### config.mk
export PLATFORM = sky130hd
export DESIGN_NAME = riscv_lsu
export DESIGN_NICKNAME = d
export VERILOG_FILES = /design/src/rtl/riscv_lsu.sv
export SDC_FILE = /design/constraint.sdc
export NUM_CORES = 1
export LEC_CHECK = 0
export BUFFER_PORTS_ARGS = -buffer_cell sky130_fd_sc_hd__buf_2
export CAP_MARGIN = 10
export CORE_MARGIN = 2
export CORE_UTILIZATION = 52
export CTS_CLUSTER_DIAMETER = 150
export DETAILED_ROUTE_END_ITERATION = 6
export PLACE_DENSITY = 0.82
export SYNTH_ARGS = -nofsm -noshare
export SYNTH_HDL_FRONTEND = slang
export SYNTH_SLANG_ARGS = --single-unit
### constraint.sdc
create_clock -name clk -period 2.9 [get_ports clk]
set_clock_uncertainty 0.05 [all_clocks]
set_input_delay 0.145 -clock clk [delete_from_list [all_inputs] [get_ports clk]]
set_output_delay 0.145 -clock clk [all_outputs]
set_load 0.05 [all_outputs]
### src/rtl/riscv_lsu.sv
// Load/store unit between execute and the riscv_ram data port: one request at a time,
// sign/zero-extended loads, SB/SH done as read-modify-write of a full word.
module riscv_lsu #(
  parameter int WORD_LENGTH = 32,
  parameter int NUM_MEM     = 128
) (
  input  logic                   clk,
  input  logic                   rst,
  input  logic                   req_valid,
  output logic                   req_ready,
  input  logic                   req_we,
  input  logic [2:0]             req_funct3,
  input  logic [WORD_LENGTH-1:0] req_addr,
  input  logic [WORD_LENGTH-1:0] req_wdata,
  output logic                   resp_valid,
  output logic [WORD_LENGTH-1:0] resp_rdata,
  output logic                   resp_err,
  output logic [WORD_LENGTH-1:0] mem_addr,
  output logic                   mem_write_en,
  output logic [WORD_LENGTH-1:0] mem_wdata,
  input  logic [WORD_LENGTH-1:0] mem_dout
);
  localparam logic MEM_WRITE = 1'b1;
  localparam logic [2:0] F3_B  = 3'b000;
  localparam logic [2:0] F3_H  = 3'b001;
  localparam logic [2:0] F3_W  = 3'b010;
  localparam logic [2:0] F3_BU = 3'b100;
  localparam logic [2:0] F3_HU = 3'b101;

  typedef enum logic [1:0] {IDLE, ACCESS, WRITE, RESP} state_t;

  state_t                 state_q, state_d;
  logic                   we_q;
  logic [2:0]             f3_q;
  logic [WORD_LENGTH-1:0] addr_q, wdata_q, merge_q, rdata_q;
  logic                   err_q;

  logic                   f3_ok, align_ok, in_range, req_ok;
  logic [WORD_LENGTH-1:0] shifted, load_data, merged;
  logic                   wr_cycle;

  // Legality of the incoming request, evaluated in IDLE before latching
  always_comb begin
    f3_ok    = 1'b0;
    align_ok = 1'b0;
    case (req_funct3)
      F3_B:  begin f3_ok = 1'b1;    align_ok = 1'b1;                   end
      F3_H:  begin f3_ok = 1'b1;    align_ok = ~req_addr[0];           end
      F3_W:  begin f3_ok = 1'b1;    align_ok = (req_addr[1:0] == 2'b00); end
      F3_BU: begin f3_ok = ~req_we; align_ok = 1'b1;                   end
      F3_HU: begin f3_ok = ~req_we; align_ok = ~req_addr[0];           end
      default: ;
    endcase
    // aligned+3 < NUM_MEM, written without the +3 so it cannot wrap
    in_range = {req_addr[WORD_LENGTH-1:2], 2'b00} < WORD_LENGTH'(NUM_MEM - 3);
    req_ok   = f3_ok & align_ok & in_range;
  end

  always_comb begin
    shifted   = mem_dout >> {addr_q[1:0], 3'b000};
    load_data = '0;
    case (f3_q)
      F3_B:  load_data = {{(WORD_LENGTH-8){shifted[7]}}, shifted[7:0]};
      F3_H:  load_data = {{(WORD_LENGTH-16){shifted[15]}}, shifted[15:0]};
      F3_W:  load_data = mem_dout;
      F3_BU: load_data = {{(WORD_LENGTH-8){1'b0}}, shifted[7:0]};
      F3_HU: load_data = {{(WORD_LENGTH-16){1'b0}}, shifted[15:0]};
      default: ;
    endcase
    merged = mem_dout;
    if (f3_q == F3_H) merged[{addr_q[1], 4'b0000} +: 16] = wdata_q[15:0];
    else              merged[{addr_q[1:0], 3'b000} +: 8] = wdata_q[7:0];
  end

  always_comb begin
    state_d = state_q;
    case (state_q)
      IDLE:    if (req_valid) state_d = req_ok ? ACCESS : RESP;
      ACCESS:  state_d = (we_q && f3_q != F3_W) ? WRITE : RESP;
      WRITE:   state_d = RESP;
      RESP:    state_d = IDLE;
      default: state_d = IDLE;
    endcase
  end

  always_ff @(posedge clk) begin
    if (rst) begin
      state_q <= IDLE;
      we_q    <= 1'b0;
      f3_q    <= '0;
      addr_q  <= '0;
      wdata_q <= '0;
      merge_q <= '0;
      rdata_q <= '0;
      err_q   <= 1'b0;
    end else begin
      state_q <= state_d;
      case (state_q)
        IDLE: if (req_valid) begin
          we_q    <= req_we;
          f3_q    <= req_funct3;
          addr_q  <= req_addr;
          wdata_q <= req_wdata;
          if (!req_ok) begin
            rdata_q <= '0;
            err_q   <= 1'b1;
          end
        end
        // response registers only change on entry to RESP so they hold between responses
        ACCESS: begin
          if (!we_q) begin
            rdata_q <= load_data;
            err_q   <= 1'b0;
          end else if (f3_q == F3_W) begin
            rdata_q <= '0;
            err_q   <= 1'b0;
          end else begin
            merge_q <= merged;
          end
        end
        WRITE: begin
          rdata_q <= '0;
          err_q   <= 1'b0;
        end
        default: ;
      endcase
    end
  end

  assign wr_cycle     = ((state_q == ACCESS) && we_q && (f3_q == F3_W)) || (state_q == WRITE);
  assign req_ready    = (state_q == IDLE);
  assign resp_valid   = (state_q == RESP);
  assign resp_rdata   = rdata_q;
  assign resp_err     = err_q;
  assign mem_addr     = {addr_q[WORD_LENGTH-1:2], 2'b00};
  assign mem_write_en = (wr_cycle && !rst) ? MEM_WRITE : ~MEM_WRITE;
  assign mem_wdata    = (wr_cycle && !rst) ? ((state_q == WRITE) ? merge_q : wdata_q) : '0;
endmodule

After elaboration in Yosys (flattened, before gate mapping)
Index checks and enable logic that the tools add are counted.
{ "word_totals": {"register_bits": 135, "output_inout_bits": 100} }
{ "classes": {"addsub": 2, "n_lt_le_gt_ge": 1, "eq_ne": 15, "shift": 5, "mux": 23, "n_bitwise": 5, "n_reduce_logical": 18} }
{ "op_table": {"columns": ["cell", "count"], "rows": [
  ["$mux 32", 7],
  ["$pmux 32 s5", 1],
  ["$pmux 32 s3", 1],
  ["$bwmux 32", 2],
  ["$lt 32x7->1 const B", 1],
  ["$shift 16x7->32 const A", 1],
  ["$shift 8x7->32 const A", 1],
  ["$shiftx 16x7->32", 1],
  ["$shiftx 8x7->32", 1],
  ["$shr 32x5->16", 1],
  ["$neg 5->7", 2],
  ["$eq 3x3->1 const B", 4],
  ["$pmux 2 s4", 1],
  ["$eq 3x1->1 const B", 2],
  ["$eq 3x2->1 const B", 2],
  ["$logic_not 3->1", 2],
  ["$mux 1", 6],
  ["$pmux 1 s3", 2],
  ["$reduce_or 2->1", 3],
  ["$eq 2x2->1 const B", 2],
  ["$logic_and 1x1->1", 4],
  ["$logic_not 2->1", 2],
  ["$mux 2", 2],
  ["$ne 2x2->1 const B", 2],
  ["13 further kinds", 16]
]} }

Longest topological paths before layout
Gate-level depths: netlist (run 1).
{ "logic_depth": {"ltp_word": 8, "mapped_depth": 9} }

Worst setup path before layout (run 1)
No wires, ideal clock.
{ "synth_path": {"kind": "reg-to-reg", "from": "reg state_q[0]", "to": "reg rdata_q[13], in the netlist resp_rdata[13]", "setup_time_ns": 0.060, "arrival_time_ns": 2.415, "required_ns": 2.790, "slack_ns": 0.375, "stages_incl_launch_ff": 10, "path_buffers": 2, "period_less_slack_ns": 2.525, "path_cell_list": "dfxtp_1 > inv_1 > ha_1 > buf_4 > nor4b_2 > nand2_1 > or4_4 > a21oi_4 > buf_6 > a22o_1"} }
{ "synth_via": {"elab_chain_len": 3, "elab_cells_between_ends": 9, "cone_classes": "5 x eq/ne; 1 x mux; 3 x reduce/logical"} }
{ "synth_lines": {"columns": ["item", "line", "text"], "rows": [
  ["start: declaration", "32", "state_t state_q, state_d;"],
  ["start signal: assignment", "97", "state_q <= state_d;"],
  ["$logic_not 2->1 *", null, null],
  ["net req_ready", "10", "output logic req_ready,"],
  ["$ne 2x2->1 (no source line) or $reduce_bool 3->1 (tied branches)", null, null],
  ["$reduce_and 4->1 (no source line)", null, null],
  ["end signal: assignment", "112", "rdata_q <= load_data;"],
  ["end: declaration", "35", "logic [WORD_LENGTH-1:0] addr_q, wdata_q, merge_q, rdata_q;"]
]} }
The timed path passes the listed nets; every way through them passes the cells marked *.
A chain may end at the register's enable or synchronous reset.

Worst setup path in the final report (run 1)
{ "layout_path": {"from": "reg state_q[0]", "to": "reg rdata_q[9], in the netlist resp_rdata[9]"} }
{ "layout_via": {"elab_chain_len": 3, "elab_cells_between_ends": 9, "cone_classes": "5 x eq/ne; 1 x mux; 3 x reduce/logical"} }
{ "layout_lines": {"columns": ["item", "line", "text"], "rows": [
  ["$eq 2x1->1 (tied with other cells)", "98", "case (state_q)"],
  ["$ne 3x3->1 (no source line) (tied with other cells)", null, null],
  ["$reduce_and 4->1 (no source line)", null, null]
]} }
Parallel ways exist; a longest one is shown, timed or not.

==> reports/metrics.yaml, run 1 <==
hold_path_class: "input pin to register"
fp-row-count: 41
clockBufferDepth: 2
crit_fanout: 31
pin_count: 203
place_inst: 1121
grt_setup_unrepaired: "false"
final_common_cell: "buf_2"
critPathRequiredTime_ns: 3.22
grt_pass1_vias: 6778
cts_buffers: 17
arrival_ns: 2.83
holdPathStages: 3
track_usage_pct: 30.9
initial_utilization_pct: 53.1
remaining_drc_errors: 0
final.fill_count: 1006
setup_slack_ns: 0.385
p_per_area_nw_per_um2: 756
p_int_mw: 4.15
dr.pass1.iters: 6
critPathKind: "register to register"
fin_tns_setup_ns: 0
drt_iter0_drc: 511
ant_nets: 0
period_minus_slack_ns: 2.52
max_freq_ghz: 0.398
yosys_warnings: 0
clkPwrFrac_pct: 32.6
place_congestion: 0.974
clk_latency_ns: 0.43
nets: 1151
synth_edf_count: 0
outcome: "finished clean"
fin_crit_sh_pct: 86.7
worstHoldEndpoint: "resp_rdata[24]$_SDFFE_PP0P_"
leakage_nw: 3.69
die_height_um: 118
synth_top_area_cell: "dfxtp_1"
final_cell_mix: "199 x buf_2, 166 x nand2_1, 135 x dfxtp_1, 104 x a21oi_1, 80 x nor2_1"
viasPerCell: 5.79
antenna_cells: 0
grt_pass1_wl_um: 34200
endpoint_kind: "register"
net-switching-power_mw: 2.55
cts_tree: "done"
ys_seq_area_share_pct: 40.3
sw_frac_of_total_pct: 38.0
r2r_start: "state_q[0]$_SDFFE_PP0N_"
worstSetupStartpointType: "register"
ir_drop_uv: 523
antenna_found_initial: 0
htreeDepth: 4
syn_to_final_growth_pct: 32.2
rr_endpoint: "resp_rdata[9]$_SDFFE_PP0P_"
timing.final.hold_violations: 0
fp.coreArea_sq_um: 12600
seqPwrFrac_pct: 33.8
drv_cap: 0
synth_top_flop_cell: "dfxtp_1"
total_power_mw: 6.70
setup_viol: 0
netlist_instances: 829
io_buffers: 200
place_ws_ns: 0.432
grt_start_max_net_pins: 53
synth_top_area_share_pct: 40.3
clock-sinks: 135
ys_types: 59
ff2ff_path_depth: 8
slew_violations: 0
clkSlewWorstSetupHoldPaths_ns: 0.06
fin_cells: 1224
avgSynthCellArea_sq_um: 8.09
grt-ovfl-total: 0
hold_start: "mem_dout[24]"
ff2ff_setup_slack_ns: 0.38
seq_area_sq_um: 2700
die_width_um: 118
combinationalPowerShare_pct: 33.6
async_flop_share_pct: 0
slew_headroom_pct: 53.1
vias: 7086
hpwl_um: 14200
synth.area.top_cells: "dfxtp_1 40%, nand2_1 9.4%, a21oi_1 7.8%, mux2i_1 6.0%, nor2_1 4.5%"
ys_ff_latch: 135
tightest_slew_ns: 0.703
multi_input_area_sq_um: 3440
synthesis.area_sq_um: 6700
die-area_sq_um: 13800
drive_gt1_share_pct: 26.6
wire_per_inst_um: 17.8
routed_wl_um: 21800
cts_root_buf: "clkbuf_16"
flip-flops by register name, indices dropped and copies added, names as in the netlist:
name / flops
addr_q: 32
merge_q: 32
resp_rdata: 32
wdata_q: 32
f3_q: 3
state_q: 2
resp_err: 1
we_q: 1
cell usage after synthesis (8+ instances only):
| cell type | instances |
|---|---|
| clkbuf_1 | 42 |
| a211oi_1 | 16 |
| a221oi_1 | 24 |
| buf_4 | 35 |
| nand2_1 | 167 |
| nor3_1 | 23 |
| buf_1 | 10 |
| a21oi_1 | 104 |
| o21ai_0 | 22 |
| dfxtp_1 | 135 |
| o2bb2ai_1 | 18 |
| a221oi_2 | 8 |
| ha_1 | 9 |
| nor2_1 | 81 |
| mux2i_1 | 40 |
| a22o_1 | 14 |
| inv_1 | 14 |
through the flow:
step / hold slack [ns] / instance area (sq um) / util [%]
6_report: 0.0241 / 8860 / 70.2
5_1_grt: 0.0374 / 8860 / 70.2
4_1_cts: 0.00790 / 8860 / 70.2
3_5_place_dp: 0.340 / 7560 / 59.9
3_3_place_gp: 0.338 / 7560 / 59.9
2_1_floorplan: 0.231 / 6710 / -
repair_timing:
action | in CTS | in global routing
endpoints found under the hold margin | 70 | 0
hold buffers | 71 | 0
gates resized for setup | 0 | 0
buffers inserted | 0 | 0
critical path, stage by stage (launching register included):
cell	delay [ns]
dfxtp_1	0.34
inv_1	0.10
ha_1	0.32
nor4b_2	0.24
nand2_1	0.11
or4_4	0.57
a21oi_4	0.17
buf_4	0.32
a22o_1	0.21
cell type report:
cell class	count	area share, %
Clock buffer	18	4.96
Clock inverter	14	1.76
Inverter	14	0.593
Multi-Input combinational cell	584	38.8
Sequential cell	135	30.5
Tap cell	172	2.43
Timing Repair Buffer	287	21.0
how the worst max path moves through the flow:
stage | startpoint | end | slack [ns] | cells after the start
2_1_floorplan | state_q[0]$_SDFFE_PP0N_ | resp_rdata[13]$_SDFFE_PP0P_ | 0.37 | 9
3_3_place_gp | state_q[0]$_SDFFE_PP0N_ | resp_rdata[1]$_SDFFE_PP0P_ | 0.51 | 8
3_5_place_dp | state_q[0]$_SDFFE_PP0N_ | resp_rdata[15]$_SDFFE_PP0P_ | 0.43 | 8
4_1_cts | state_q[0]$_SDFFE_PP0N_ | resp_rdata[15]$_SDFFE_PP0P_ | 0.39 | 8
5_1_grt | state_q[0]$_SDFFE_PP0N_ | resp_rdata[15]$_SDFFE_PP0P_ | 0.24 | 8
6_report | state_q[0]$_SDFFE_PP0N_ | resp_rdata[9]$_SDFFE_PP0P_ | 0.38 | 8
power by group through the flow:
stage	combinational, mW	clock, mW	sequential, mW
after floorplan	1.52	0	2.42
after global placement	2.10	0	2.28
after detailed placement	2.12	0	2.29
after CTS	2.21	2.20	2.25
after global routing	2.40	2.28	2.28
final	2.25	2.18	2.26
routing by layer:
metal	share of wire [%]	GRT usage, %
met5	0	0
met4	4.7	15.2
met3	8.6	7.66
met2	47	51.1
met1	40	37.7
logic make-up after synthesis:
family / after synthesis / synth area share [%]
AO/OA/AOI/OAI: 232 / 23.9
adder cells (fa/ha/maj): 9 / 1.68
buffers and inverters: 111 / 8.64
flip-flops: 135 / 40.3
multiplexers: 42 / 6.48
other: 1 / 0.0559
AND/OR/NAND/NOR: 299 / 18.9
No activity file was read; power rests on OpenSTA's default activity.
==> run 2, diff against run 1 <==
Settings changed: CORE_ASPECT_RATIO from default to 1.75.
==> run 2 against run 1 <==
Net effect: critical endpoint unchanged; cell area rose by 0.16%; first-iteration DRC count is 22% higher; routed wire length rose by 4.0%; critical path depth stayed put; via count decreased by 0.23%; total power decreased by 0.16%; clock power is 2% lower; cell count about the same; critical path type unchanged; utilization rose by 0.78 points.
==> reports/metrics.yaml, run 2 (synthesis results as in run 1) <==
rr_endpoint: "resp_rdata[9]$_SDFFE_PP0P_"
grt-ovfl-total: 0
nets: 1155
hold_ws_ns: 0.0341
drive_gt1_share_pct: 26.4
tightest_slew_ns: 0.684
ff2ff_path_depth: 8
ff2ff_setup_slack_ns: 0.35
track_usage_pct: 31.8
arrival_ns: 2.86
final_cell_mix: "199 x buf_2, 166 x nand2_1, 135 x dfxtp_1, 104 x a21oi_1, 80 x nor2_1"
place_inst: 1118
critPathKind: "register to register"
viasPerCell: 5.77
final_common_cell: "buf_2"
worstHoldEndpoint: "resp_rdata[28]$_SDFFE_PP0P_"
place_ws_ns: 0.426
holdPathStages: 3
timing.final.hold_violations: 0
htreeDepth: 4
slowest_delay_ns: 0.58
antenna_found_initial: 1
place_congestion: 0.911
initial_utilization_pct: 53.6
slew_violations: 0
grt_start_max_net_pins: 53
p_int_mw: 4.09
max_freq_ghz: 0.391
period_minus_slack_ns: 2.55
setup_viol: 0
r2r_start: "state_q[1]$_SDFFE_PP0N_"
leakage_nw: 3.70
endpoint_kind: "register"
die_width_um: 89.8
critical-path-slowest-cell: "or4_4"
cts_buffers: 17
die-area_sq_um: 13800
critPathRequiredTime_ns: 3.21
drv_cap: 0
crit_fanout: 31
clkSlewWorstSetupHoldPaths_ns: 0.07
grt_setup_unrepaired: "false"
ant_nets: 0
io_buffers: 200
hpwl_um: 14900
clock-sinks: 135
routed_wl_um: 22700
combinationalPowerShare_pct: 34.2
clkPwrFrac_pct: 31.8
dr.pass1.iters: 5
crit_chain: "inv_1, ha_1, nor4b_2, nand2_1, or4_4, a21oi_4, buf_4, a22o_1"
ir_drop_uv: 639
worstSetupStartpointType: "register"
fin_area_sq_um: 8880
pin_count: 203
syn_to_final_growth_pct: 32.4
cp-startpoint: "state_q[1]$_SDFFE_PP0N_"
slew_headroom_pct: 54.4
die_height_um: 154
cts_tree: "done"
net-switching-power_mw: 2.60
grt_pass1_vias: 7013
hold_path_class: "input pin to register"
outcome: "finished clean"
fp-row-count: 54
total_power_mw: 6.69
drt_iter0_drc: 621
p_per_area_nw_per_um2: 753
wire_per_inst_um: 18.5
dpl_cell_area_sq_um: 7560
vias: 7070
seqPwrFrac_pct: 34.0
hold_start: "mem_dout[28]"
fin_crit_sh_pct: 88.1
fin_cells: 1225
clockBufferDepth: 2
grt_pass1_wl_um: 35400
setup_slack_ns: 0.346
clk_latency_ns: 0.42
remaining_drc_errors: 0
fin_tns_setup_ns: 0
fp.coreArea_sq_um: 12500
fin_util_pct: 71.0
cts_root_buf: "clkbuf_16"
sw_frac_of_total_pct: 38.9
run 2: cell count changes in the layout (fill, tap and decap cells not counted), sizes merged:
cell and change:
dlygate4sd3 +3, clkbuf +2, clkinv -2, buf +1, bufinv -1, clkinvlp +1
diode +1
run 2: power groups by stage:
stage	Combinational, mW	Sequential, mW	Clock (mW)
after floorplan	1.52	2.42	0
after global placement	2.12	2.29	0
after detailed placement	2.15	2.30	0
after CTS	2.24	2.26	2.12
final	2.28	2.28	2.13
after global routing	2.44	2.29	2.21
run 2: routing by layer:
metal	track usage, %	share of wire (%)
met5	0	0
met4	19.0	6.6
met3	6.19	6.9
met1	33.8	36
met2	58.0	51
run 2: what timing repair did:
item | 4_1_cts | 5_1_grt
resized for setup | 0 | 0
buffers inserted | 0 | 0
hold endpoints to repair | 69 | 0
hold buffers | 74 | 0
run 2: cell type report:
type,count,area (sq um)
sequential,135,2700
inverter,14,52.6
antenna,1,2.50
multi-input combinational,584,3440
clock inverter,12,128
tap,168,210
clock buffer,20,447
timing repair buffer,291,1900
fill,948,3620
run 2: worst max path at each step:
stage,endpoint,depth (start not counted)
floorplan,resp_rdata[13]$_SDFFE_PP0P_,9
global placement,resp_rdata[11]$_SDFFE_PP0P_,8
detailed placement,resp_rdata[9]$_SDFFE_PP0P_,8
CTS,resp_rdata[9]$_SDFFE_PP0P_,8
global route,resp_rdata[18]$_SDFFE_PP0P_,7
finish,resp_rdata[9]$_SDFFE_PP0P_,8
run 2: worst max-delay path: cells and delay by family (launching register included):
family,cells,cell delay (ns)
adder cells (fa/ha/maj),1,0.34
buffers and inverters,2,0.44
flip-flops,1,0.34
AND/OR/NAND/NOR,3,0.95
AO/OA/AOI/OAI,2,0.35
==> run 3, diff against run 2 <==
Settings changed: CORE_MARGIN 2 to default.
==> run 3 against run 2 <==
Net effect: clock power shrank 3%; cell count fell by 0.73%; hold slack better by 0.0077 ns; routed wire length decreased by 0.52%; die area decreased by 3.5%; critical path depth stayed put; sequential share of layout area up 0.27 points; global-route usage grew 2.3 points; register-to-register slack improved by 0.03 ns; flip-flop and latch count unchanged; total power is 1.2% lower.
==> reports/metrics.yaml, run 3 (synthesis results as in run 1) <==
die_width_um: 87.8
multi_input_area_sq_um: 3440
period_minus_slack_ns: 2.52
fin_tns_setup_ns: 0
met2WireLength_um: 11500
clkSlewWorstSetupHoldPaths_ns: 0.06
fp-row-count: 54
final.fill_count: 963
grt_start_max_net_pins: 60
leakage_nw: 3.65
routed_wl_um: 22600
ant_nets: 0
wl_met1_um: 8100
tightest_slew_ns: 0.659
rr_endpoint: "resp_rdata[9]$_SDFFE_PP0P_"
hpwl_um: 14500
holdPathStages: 3
net-switching-power_mw: 2.59
setup_viol: 0
io_buffers: 200
crit_fanout: 31
drt_iter0_drc: 590
clockBufferDepth: 2
wire_per_inst_um: 18.6
r2r_start: "state_q[0]$_SDFFE_PP0N_"
max_freq_ghz: 0.397
slew_headroom_pct: 56.0
grt_pass1_wl_um: 35000
die-area_sq_um: 13400
ctsResizeCount: 0
die_height_um: 152
p_per_area_nw_per_um2: 751
place_inst: 1116
cts_tree: "done"
antenna_cells: 0
fp.coreArea_sq_um: 12500
sw_frac_of_total_pct: 39.2
syn_to_final_growth_pct: 31.3
clk_latency_ns: 0.43
final_cell_mix: "199 x buf_2, 166 x nand2_1, 135 x dfxtp_1, 104 x a21oi_1, 80 x nor2_1"
p_int_mw: 4.02
cts_buffers: 17
antenna_found_initial: 0
fin_crit_sh_pct: 86.9
final_common_cell: "buf_2"
grt-ovfl-total: 0
hold_start: "mem_dout[21]"
clock-sinks: 135
drv_cap: 0
seq_area_sq_um: 2700
place_ws_ns: 0.428
timing.final.hold_violations: 0
critPathKind: "register to register"
ff2ff_path_depth: 8
critPathRequiredTime_ns: 3.21
hold_ws_ns: 0.0418
slew_violations: 0
nets: 1147
setup_slack_ns: 0.380
grt_setup_unrepaired: "false"
pin_count: 203
initial_utilization_pct: 53.6
outcome: "finished clean"
cts_root_buf: "clkbuf_16"
ir_drop_uv: 543
htreeDepth: 4
ff2ff_setup_slack_ns: 0.38
endpoint_kind: "register"
place_congestion: 0.911
clkPwrFrac_pct: 31.2
remaining_drc_errors: 0
combinationalPowerShare_pct: 34.3
seqPwrFrac_pct: 34.5
arrival_ns: 2.83
hold_path_class: "input pin to register"
worstSetupStartpointType: "register"
worstHoldEndpoint: "resp_rdata[21]$_SDFFE_PP0P_"
top_layer: "met4"
drive_gt1_share_pct: 26.4
fin_cells: 1216
vias: 7113
track_usage_pct: 34.2
dr.pass1.iters: 7
viasPerCell: 5.85
wl_met3_um: 1410
grt_pass1_vias: 6937
-- run 3: changes by cell type in the layout (fill, tap and decap cells not counted), sizes merged --
cell,before,now
bufinv,2,1
dlygate4sd3,74,68
inv,15,14
diode,1,0
buf,217,215
clkbuf,20,21
clkinv,5,6
-- run 3: worst max-delay path by stage --
| stage | startpoint | endpoint | slack, ns | depth (start not counted) |
|---|---|---|---|---|
| 2_1_floorplan | state_q[0]$_SDFFE_PP0N_ | resp_rdata[13]$_SDFFE_PP0P_ | 0.37 | 9 |
| 3_3_place_gp | state_q[0]$_SDFFE_PP0N_ | resp_rdata[1]$_SDFFE_PP0P_ | 0.49 | 8 |
| 3_5_place_dp | state_q[0]$_SDFFE_PP0N_ | resp_rdata[9]$_SDFFE_PP0P_ | 0.43 | 8 |
| 4_1_cts | state_q[0]$_SDFFE_PP0N_ | resp_rdata[13]$_SDFFE_PP0P_ | 0.41 | 8 |
| 5_1_grt | state_q[0]$_SDFFE_PP0N_ | resp_rdata[29]$_SDFFE_PP0P_ | 0.22 | 7 |
| 6_report | state_q[0]$_SDFFE_PP0N_ | resp_rdata[9]$_SDFFE_PP0P_ | 0.38 | 8 |
-- run 3: worst max-delay path: stages (launching register included) --
cell	delay (ns)
dfxtp_1	0.35
inv_1	0.10
ha_1	0.32
nor4b_2	0.24
nand2_1	0.11
or4_4	0.57
a21oi_4	0.15
buf_4	0.33
a22o_1	0.20
-- run 3: area by class of cell --
class,count,area share (%)
Multi-Input combinational cell,584,39.1
Sequential cell,135,30.7
Timing Repair Buffer,283,20.8
Clock buffer,21,5.23
Tap cell,168,2.39
Clock inverter,11,1.15
Inverter,14,0.597
-- run 3: what timing repair did --
action                    4_1_cts  5_1_grt
hold buffers                   68        0
setup buffers                   0        0
hold endpoints to repair       68        0
-- run 3: routing by layer --
metal,GRT usage (%),vias to the layer above
met2,59.0,403
met5,0,-
met1,37.0,3287
met3,6.23,129
li1,-,3294
met4,22.2,0
-- run 3: power groups by stage --
stage	logic [mW]	registers [mW]	clock network, mW
after global placement	2.12	2.29	0
after detailed placement	2.15	2.30	0
after global routing	2.41	2.30	2.15
after floorplan	1.52	2.42	0
after CTS	2.23	2.27	2.06
final	2.26	2.28	2.06
-- run 3: per-stage QoR --
step / total power [mW] / util [%] / instance area [sq um]
floorplan: 3.94 / - / 6710
global placement: 4.42 / 60.5 / 7560
CTS: 6.55 / 70.4 / 8800
finish: 6.61 / 70.4 / 8800
global route: 6.87 / 70.4 / 8800
detailed placement: 4.45 / 60.5 / 7560
